--- src/rtl/acc_feeder.sv ---
// acc_feeder: host-word FIFO that hands whole frames to the accelerator wrapper via the drdy handshake.
// Optional busy timeout in WAIT is compiled in with `define ACC_FEEDER_TMO_EN.
module acc_feeder #(
    parameter int W     = 8,
    parameter int FRAME = 8,
    parameter int DEPTH = 16,
    parameter int TMO   = 1023
) (
    input  logic         clk,
    input  logic         rst,
    input  logic [W-1:0] in_data,
    input  logic         in_valid,
    output logic         in_ready,
    input  logic         free,
    input  logic         dacc,
    output logic         drdy,
    output logic [W-1:0] dout,
    output logic         busy,
    output logic [7:0]   frames,
    output logic         err
);

    localparam int AW  = $clog2(DEPTH);
    localparam int CW  = AW + 1;
    localparam int WCW = $clog2(FRAME) + 1;

    typedef enum logic [2:0] {
        S_IDLE,
        S_REQ,
        S_XFER,
        S_GAP,
        S_GO,
        S_WAIT
    } state_t;

    state_t         state_q, state_d;
    logic [W-1:0]   mem_q [DEPTH];
    logic [AW-1:0]  wr_ptr_q, wr_ptr_d;
    logic [AW-1:0]  rd_ptr_q, rd_ptr_d;
    logic [CW-1:0]  count_q, count_d;
    logic [WCW-1:0] wc_q, wc_d;
    logic [7:0]     frames_q, frames_d;
    logic           drdy_q, drdy_d;
    logic           busy_q, busy_d;
    logic           push, pop;

`ifdef ACC_FEEDER_TMO_EN
    localparam int TW = $clog2(TMO + 1);
    logic [TW-1:0]  tmo_q, tmo_d;
    logic           err_q, err_d;
`endif

    assign in_ready = (count_q != CW'(DEPTH));
    assign push     = in_valid && in_ready;
    assign pop      = (state_q == S_XFER) && dacc;

    always_comb begin
        state_d  = state_q;
        wc_d     = wc_q;
        frames_d = frames_q;
        wr_ptr_d = push ? wr_ptr_q + AW'(1) : wr_ptr_q;
        rd_ptr_d = pop  ? rd_ptr_q + AW'(1) : rd_ptr_q;
        count_d  = count_q;
        if (push && !pop) count_d = count_q + CW'(1);
        else if (pop && !push) count_d = count_q - CW'(1);
`ifdef ACC_FEEDER_TMO_EN
        tmo_d = tmo_q;
        err_d = err_q;
`endif
        case (state_q)
            S_IDLE: if (count_q >= CW'(FRAME) && free) state_d = S_REQ;
            S_REQ: begin
                state_d = S_XFER;
                wc_d    = '0;
            end
            S_XFER: begin
                if (dacc) begin
                    if (wc_q == WCW'(FRAME - 1)) state_d = S_GAP;
                    else wc_d = wc_q + WCW'(1);
                end
            end
            S_GAP: state_d = S_GO;
            S_GO: begin
                state_d  = S_WAIT;
                frames_d = frames_q + 8'd1;
`ifdef ACC_FEEDER_TMO_EN
                tmo_d = '0;
`endif
            end
            S_WAIT: begin
                if (free) begin
                    state_d = S_IDLE;
`ifdef ACC_FEEDER_TMO_EN
                end else if (tmo_q == TW'(TMO - 1)) begin
                    // TMO-th consecutive cycle of free=0 in WAIT gives up on the wrapper
                    err_d   = 1'b1;
                    state_d = S_IDLE;
                end else begin
                    tmo_d = tmo_q + TW'(1);
`endif
                end
            end
            default: state_d = S_IDLE;
        endcase
        drdy_d = (state_d == S_REQ) || (state_d == S_XFER) || (state_d == S_GO);
        busy_d = (state_d != S_IDLE);
    end

    always_ff @(posedge clk) begin
        if (rst) begin
            state_q  <= S_IDLE;
            wr_ptr_q <= '0;
            rd_ptr_q <= '0;
            count_q  <= '0;
            wc_q     <= '0;
            frames_q <= '0;
            drdy_q   <= 1'b0;
            busy_q   <= 1'b0;
`ifdef ACC_FEEDER_TMO_EN
            tmo_q    <= '0;
            err_q    <= 1'b0;
`endif
        end else begin
            state_q  <= state_d;
            wr_ptr_q <= wr_ptr_d;
            rd_ptr_q <= rd_ptr_d;
            count_q  <= count_d;
            wc_q     <= wc_d;
            frames_q <= frames_d;
            drdy_q   <= drdy_d;
            busy_q   <= busy_d;
`ifdef ACC_FEEDER_TMO_EN
            tmo_q    <= tmo_d;
            err_q    <= err_d;
`endif
        end
    end

    always_ff @(posedge clk) begin
        if (push) mem_q[wr_ptr_q] <= in_data;
    end

    assign drdy   = drdy_q;
    assign busy   = busy_q;
    assign frames = frames_q;
    assign dout   = (state_q == S_XFER) ? mem_q[rd_ptr_q] : '0;

`ifdef ACC_FEEDER_TMO_EN
    assign err = err_q;
`else
    assign err = 1'b0;
`endif

endmodule

--- config.mk ---
export PLATFORM = sky130hd
export DESIGN_NAME = acc_feeder
export DESIGN_NICKNAME = d
export VERILOG_FILES = /design/src/rtl/acc_feeder.sv
export SDC_FILE = /design/constraint.sdc
export NUM_CORES = 1
export LEC_CHECK = 0
export CORE_ASPECT_RATIO = 1.25
export CORE_MARGIN = 1
export CORE_UTILIZATION = 35
export CTS_CLUSTER_SIZE = 40
export DETAILED_ROUTE_END_ITERATION = 12
export DONT_BUFFER_PORTS = 1
export PLACE_DENSITY = 0.48
export SYNTH_ARGS = -nofsm -noshare
export SYNTH_HDL_FRONTEND = slang
export SYNTH_SLANG_ARGS = --single-unit
--- constraint.sdc ---
create_clock -name clk -period 5.6 [get_ports clk]
set_input_delay 1.12 -clock clk [delete_from_list [all_inputs] [get_ports clk]]
set_output_delay 1.12 -clock clk [all_outputs]
set_load 0.03 [all_outputs]
* Word-level counts from Yosys, hierarchy flattened
Memory sizes are Yosys's and may differ from the RTL's. A register that Yosys moved wholly into a read port is not among the register bits.
Index checks and enable logic that the tools add are counted.
** Word-level totals
- Latch bits :: 0
- Output and inout port bits :: 20
- Register bits after elaboration :: 30
- Memories kept :: 1
- Word-level logic and storage cells :: 57
- RAM bits :: 128
- Memory bits (read-only) :: 0
- Input bits :: 13
** Cells by class
- Shift operators :: 0
- $lt $le $gt $ge :: 1
- Equality and inequality tests :: 12
- Multiplexer cells :: 15
- Reduce and logical (&&, ||, !) cells :: 14
- $add $sub $neg :: 6
- Bitwise gates (word level) :: 0
- Multiply operators :: 0
- Div/mod/pow operators :: 0
** Memories
- mem_q :: words 16, width 8, rd ports 1, clocked after memory_dff 1, write ports 1, RTL line 37 : logic [W-1:0] mem_q [DEPTH];
** Operators by type and width (count)
- $pmux 3 s6 :: 1
- $mux 4 :: 4
- $add 4x1->4 const B :: 3
- $mux 3 :: 4
- $mux 5 :: 2
- $eq 3x2->1 const B :: 3
- $eq 3x3->1 const B :: 3
- $add 8x1->8 const B :: 1
- $mux 8 :: 1
- $pmux 4 s2 :: 1
- $eq 3x1->1 const B :: 2
- $add 5x1->5 const B :: 1
- $ge 5x4->1 const B :: 1
- $logic_and 1x1->1 :: 5
- $ne 5x5->1 const B :: 1
- $sub 5x1->5 const B :: 1
- $eq 4x3->1 const B :: 1
- $ne 2x2->1 const B :: 2
- $reduce_bool 2->1 :: 2
- $logic_not 3->1 :: 1
- $reduce_and 3->1 :: 1
- $reduce_bool 3->1 :: 1
- $logic_not 1->1 :: 2
- $logic_or 1x1->1 :: 2
- $mux 1 :: 2

* Depth between registers and ports, before layout
Gate-level depths: netlist (run 1).
- Depth after elaboration :: 7
- Mapped depth :: 11
- Gate-level depth less buffers :: 9

* Least setup slack after synthesis (run 1)
Ideal clock, no wire load.
- Kind :: in2reg
- Start point :: input port dacc
- End point :: register count_q[4]
- Library setup time :: 121 ps
- Data arrival time :: 2816 ps
- Slack :: 2664 ps
- Cell stages on the path :: 10
- Buffers on the path :: 1
- Required time :: 5479 ps
- Path through :: and4bb_1 buf_4 inv_1 ha_1 inv_1 ha_1 a21oi_1 a211oi_1 a31oi_1 mux2_2
** Between the ends
- Word-level cells in the longest chain between the ends :: 4
- Elaborated cells on any way between the ends :: 6
- Those cells by class :: 1 x mux; 5 x reduce/logical
** RTL lines
- start: declaration :: RTL line 15 : input logic dacc,
- $logic_and 1x1->1 (*) :: RTL line 55 : assign pop = (state_q == S_XFER) && dacc;
- $logic_not 1->1 :: RTL line 64 : if (push && !pop) count_d = count_q + CW'(1);
- $logic_and 1x1->1 :: RTL line 64
- $mux 5 / $reduce_bool 2->1 (equally long branches)
- end signal: assignment :: RTL line 127 : count_q <= count_d;
- end: declaration :: RTL line 40 : logic [CW-1:0] count_q, count_d;
Mark *: on every way between the ends. The rest lies on a longest branch, timed or not.
A chain may end at the register's enable or synchronous reset.

==> impl_metrics.ini, run 1 <==
[synthesis]
synth_edf_count = 128
yosys.area_share.simple_pct = 8.12
ys_ff_latch = 162
synth-xor-area-share_pct = 2.36
ys_seq_area_share_pct = 67.7
synthTopCellsByCount = edfxtp_1, nor2_1, dfxtp_1
synth_flop_cell = edfxtp_1
async_reset_ff_share_pct = 0
yosysWarnings = 0
yosys.area_share.adder_pct = 2.36
synth_compound_area_share_pct = 3.63
synth_top_family_by_area = multiplexers
yosys.area.top_type = edfxtp_1
synthMuxAreaShare_pct = 13.4
syn-mean-instance-area_um2 = 17.1
netlist_area_um2 = 6680
synthTopCellsByArea = edfxtp_1, mux4_1, dfxtp_1, nor2_1, ha_1
synthCells = 390
synth_fp_nets = 415
yosysMostFrequentCell = edfxtp_1
ys_types = 52
synth_top_area_share_pct = 57.5

[clock_network]
postCtsSetupBuffers = 0
cts.sinks = 162
numCtsBuffers = 17
clkTransAtPathRegs_ns = 0.06
cts_buffer_depth = 2
h-tree-depth = 4
cts_root_buffer = clkbuf_16
cts_hold_buf = 0
cts-resized-gates = 0
cts_tree = done
clock_latency_ns = 0.42

[floorplan]
die_y_um = 157
num_rows = 56
start_util_pct = 35.7
die_w_um = 126
coreArea_um2 = 18700
pin_count = 33
fp.dieArea_um2 = 19700

[power]
leakagePower_nw = 2.47
powerDensity_nw_per_um2 = 386
peakVddDrop_v = 0.000217

[flow_run]
maxCapViolations = 0

[drt]
drc = 1
wire_per_inst_um = 20.2
drt_iter0_drc = 252
via_per_inst = 5.18
drt_pass1_iterations = 8
wirelength_mm = 12.9
num_vias = 3291
drtAntennaViolNets = 0

[placed_design]
place_hpwl_mm = 8.03
portBuffers = 0
globalplace.congestion = 0.694

[global_routing]
grt.busiest_layer = met2
grt_pass1_vias = 3453
grt-ovfl-total = 0
met1_usage_pct = 17.0
grt_first_pass_wirelength_mm = 20.0
grt_usage_pct = 14.1
grt_max_degree = 34
grt_util_met3_pct = 3.93
met2_usage_pct = 24.1
antenna_found_initial = 0

[layout]
final_nets = 415
drive_above_1_share_pct = 12.2
syn2layout_area_growth_pct = 11.2
antenna_cells = 0

[outcome]
violations = design-rule violations
status = complete, but fails checks

[hold_path]
hold_depth = 2
hold_path_end = wc_q[1]$_SDFFE_PP0P_
hold_class = reg2reg
hold_start = wc_q[1]$_SDFFE_PP0P_

[timing]
drv_slew = 0
setup_viol = 0
holdWs_ns = 0.502
finalSetupTns_ns = 0
fin_crit_sh_pct = 67.6
tightestPinTransition_ns = 1.05
slew_headroom_pct = 30.0
fin_skew_ns = 0.00816
min_period_ns = 3.79
hold_viol_final = 0
rsz0062_at_grt = no
max_freq_ghz = 0.264

[setup_path]
rr_endpoint = count_q[4]$_SDFFE_PP0P_
path_class = reg2out
startpoint_type = register
worst_path_largest_cell_delay_ns = 1.02
end_kind = output port
worstReg2RegStart = state_q[1]$_SDFF_PP0_
reg2reg_slack_ns = 2.85
path_cells = mux4_1, a22oi_1, nand2_1
worst-r2r-cell-count = 9
critPathTopFamily = flip-flops
crit_required_ns = 4.48
cp_data_arrival_time_ns = 2.67
critPathMaxFanout = 32
crit_slowest_cell = dfxtp_2
crit_buf_inv = 0
[state kept, by name, indices dropped and copies added, names as in the netlist, named ones only]
| register | cells |
|---|---|
| count_q | 5 |
| drdy | 1 |
| rd_ptr_q | 4 |
| mem_q | 128 |
| wc_q | 4 |
| wr_ptr_q | 4 |
| busy | 1 |
| state_q | 3 |
| frames | 8 |
[per-layer routing]
layer  up-vias  wire, um
met5         -         0
met4         0       178
met2        64      6560
li1       1534         -
met3        16       585
met1      1677      5530
[how the worst max path moves through the flow]
stage / depth (start not counted) / to / from / slack (ns)
after CTS: 3 / dout[2] / register / 1.72
after global placement: 3 / dout[4] / register / 2.17
after detailed placement: 3 / dout[2] / register / 2.18
after global routing: 3 / dout[7] / register / 1.63
final: 3 / dout[3] / register / 1.81
after floorplan: 10 / count_q[4]$_SDFFE_PP0P_ / dacc / 2.66
[layout by cell type (no fill, tap or decap), types with 3 or more instances in the layout]
| cell | instances |
|---|---|
| edfxtp_1 | 128 |
| xor2_1 | 13 |
| nor2_1 | 39 |
| dfxtp_1 | 32 |
| ha_1 | 11 |
| mux4_2 | 5 |
| nand3_1 | 5 |
| mux4_1 | 27 |
| mux2i_1 | 6 |
| nand2_1 | 18 |
| a21oi_1 | 8 |
| nand4_1 | 5 |
| clkbuf_16 | 17 |
| nor3_2 | 4 |
| nand3b_1 | 3 |
| inv_1 | 7 |
| a22oi_1 | 14 |
| clkinvlp_4 | 3 |
| xnor2_1 | 5 |
| nor3_1 | 3 |
| and3_1 | 5 |
[cell type report]
cell class	instances	area (um^2)
clock inverters	13	135
well taps	232	290
fillers	1690	11300
inverters	7	26.3
multi-input cells	202	2020
flip-flops and latches	162	4530
clock buffers	19	433
[through the flow]
step / worst slack [ns] / power, W / instances / util [%] / instance area (um^2)
6_report: 1.81 / 0.00287 / 635 / 39.7 / 7430
5_1_grt: 1.63 / 0.00300 / 635 / 39.7 / 7430
4_1_cts: 1.72 / 0.00290 / 635 / 39.7 / 7430
3_5_place_dp: 2.18 / 0.00179 / 603 / 36.7 / 6860
3_3_place_gp: 2.17 / 0.00178 / 603 / 36.7 / 6860
2_1_floorplan: 2.66 / 0.00173 / 390 / - / 6680
[kinds of logic after synthesis]
family | count (synthesis)
AND/OR/NAND/NOR | 99
other | 1
flip-flops | 162
adder cells (fa/ha/maj) | 12
XOR/XNOR | 18
multiplexers | 39
buffers and inverters | 26
AO/OA/AOI/OAI | 33
[worst reg2reg max path: stages, from the launching register on]
cell	delay, ns
dfxtp_1	0.53
and4bb_1	0.52
inv_1	0.10
ha_1	0.21
inv_1	0.15
ha_1	0.29
a21oi_1	0.20
a211oi_1	0.10
a31oi_1	0.18
mux2_2	0.35
[where the power goes]
group | internal (W) | switching, W
combinational | 0.000143 | 0.000177
sequential | 0.00136 | 0.0000730
clock | 0.000655 | 0.000458
total | 0.00216 | 0.000708
Note: power is estimated with default switching activity, not from simulation.
==> run 2, diff against run 1 <==
--- a/config.mk
+++ b/config.mk
@@ -11,7 +11,7 @@
 export CTS_CLUSTER_SIZE = 40
 export DETAILED_ROUTE_END_ITERATION = 12
 export DONT_BUFFER_PORTS = 1
-export PLACE_DENSITY = 0.48
+export PLACE_DENSITY = 0.5
 export SYNTH_ARGS = -nofsm -noshare
 export SYNTH_HDL_FRONTEND = slang
 export SYNTH_SLANG_ARGS = --single-unit
==> constraint.sdc (replaced) <==
create_clock -name clk -period 3.2 [get_ports clk]
set_input_delay 0.64 -clock clk [delete_from_list [all_inputs] [get_ports clk]]
set_output_delay 0.64 -clock clk [all_outputs]
set_load 0.03 [all_outputs]
==> run 2 against run 1 <==
  * The flow still finishes with violations (design-rule violations)
  * Final area rose by 2.7%
  * Clock power rose by 81%
  * Global-route usage rose by 0.13 points
  * Total power rose by 78%
  * Critical endpoint is now dout[4]
  * Core utilization rose by 1.1 points
  * Via count rose by 3.7%
==> impl_metrics.ini, run 2 (synthesis gave the netlist of run 1 again) <==
[outcome]
status = complete, but fails checks
violations = design-rule violations

[setup_path]
cp_data_arrival_time_ns = 2.36
rr_endpoint = count_q[4]$_SDFFE_PP0P_
startpoint_type = register
critPathMaxFanout = 9
crit_required_ns = 2.56
path_cells = buf_4, mux4_1, a22oi_1, nand2_1
worstReg2RegStart = count_q[0]$_SDFFE_PP0P_
worst_path_largest_cell_delay_ns = 0.55
worst-r2r-cell-count = 9
reg2reg_slack_ns = 0.56
path_class = reg2out
end_kind = output port
crit_slowest_cell = mux4_1

[clock_network]
cts_hold_buf = 0
cts.sinks = 162
clkTransAtPathRegs_ns = 0.07
cts_buffer_depth = 2
cts_root_buffer = clkbuf_16
h-tree-depth = 4
clock_latency_ns = 0.42
numCtsBuffers = 17
postCtsSetupBuffers = 0
cts-resized-gates = 0
cts_tree = done

[drt]
met2_length_mm = 6.99
drt_iter0_drc = 299
via_per_inst = 5.20
drt-met1-wl_mm = 5.41
met3WireLength_um = 568
drt_pass1_iterations = 8
top_layer = met4
wirelength_mm = 13.2
num_vias = 3414
wire_per_inst_um = 20.0
drc = 3
drtAntennaViolNets = 0

[power]
peakVddDrop_v = 0.000334
powerDensity_nw_per_um2 = 670
leakagePower_nw = 2.61

[timing]
max_freq_ghz = 0.333
fin_skew_ns = 0.00865
hold_viol_final = 0
rsz0062_at_grt = no
tightestPinTransition_ns = 0.931
setup_viol = 0
min_period_ns = 3.00
fin_ws_ns = 0.196
drv_slew = 0
slew_headroom_pct = 37.7
finalSetupTns_ns = 0
fin_crit_sh_pct = 93.9

[floorplan]
fp.dieArea_um2 = 19700
num_rows = 56
die_w_um = 126
start_util_pct = 35.7
die_y_um = 157
coreArea_um2 = 18700
pin_count = 33

[layout]
layout_commonest_cell = edfxtp_1
utilization_pct = 40.8
syn2layout_area_growth_pct = 14.2
mostFrequentLayoutCells = edfxtp_1, nor2_1, dfxtp_1
drive_above_1_share_pct = 16.2
fin_area_um2 = 7630
antenna_cells = 0
largest_reg_flops = 128
final_nets = 437
top_register = mem_q

[placed_design]
place_ws_ns = 0.608
place_hpwl_mm = 8.18
place_area_um2 = 7030
portBuffers = 0
globalplace.congestion = 0.690

[flow_run]
maxCapViolations = 0

[global_routing]
grt_first_pass_wirelength_mm = 20.3
grt_max_degree = 34
antenna_found_initial = 0
grt_pass1_vias = 3523
grt-ovfl-total = 0
grt_usage_pct = 14.3

[hold_path]
hold_path_end = state_q[2]$_SDFF_PP0_
hold_start = rst
hold_class = in2reg
hold_depth = 1
==> run 2: worst max path at each step <==
stage	slack (ns)	end	from
5_1_grt	0.12	dout[1]	register
6_report	0.20	dout[4]	register
2_1_floorplan	0.74	count_q[4]$_SDFFE_PP0P_	dacc
3_3_place_gp	0.61	dout[4]	register
3_5_place_dp	0.61	count_q[4]$_SDFFE_PP0P_	count_q[0]$_SDFFE_PP0P_
4_1_cts	0.16	dout[4]	register
==> run 2: area by class of cell <==
type                    count  area, um^2
well taps                 232         290
multi-input cells         202        2000
inverters                   7        26.3
flip-flops and latches    162        4530
fillers                  1675       11100
clock buffers              24         546
repair buffers             22         190
clock inverters             8        55.1
==> run 2: metrics by stage <==
step                total power [W]  hold WS, ns  cells
floorplan                   0.00302        0.477    390
global placement            0.00314        0.486    625
detailed placement          0.00315        0.502    625
CTS                         0.00517        0.259    657
global route                0.00533        0.257    657
finish                      0.00511        0.279    657
==> run 2: critical path: cells and delay by family (launching register included) <==
| family | cells | cell delay, ns |
|---|---|---|
| AO/OA/AOI/OAI | 1 | 0.37 |
| buffers and inverters | 1 | 0.22 |
| flip-flops | 1 | 0.51 |
| multiplexers | 1 | 0.55 |
| AND/OR/NAND/NOR | 1 | 0.31 |
==> run 2: layer usage <==
layer | GRT usage [%] | vias up
met4 | 5.87 | 0
met3 | 4.14 | 11
met2 | 25.3 | 58
met5 | 0 | -
met1 | 16.0 | 1761
li1 | - | 1584
==> run 2: where the power goes <==
part	internal, W	total [W]	leakage [nW]	switching, W
Clock	0.00120	0.00201	0.300	0.000810
Sequential	0.00238	0.00249	1.43	0.000111
Combinational	0.000272	0.000607	0.880	0.000334
Total	0.00386	0.00511	2.61	0.00126
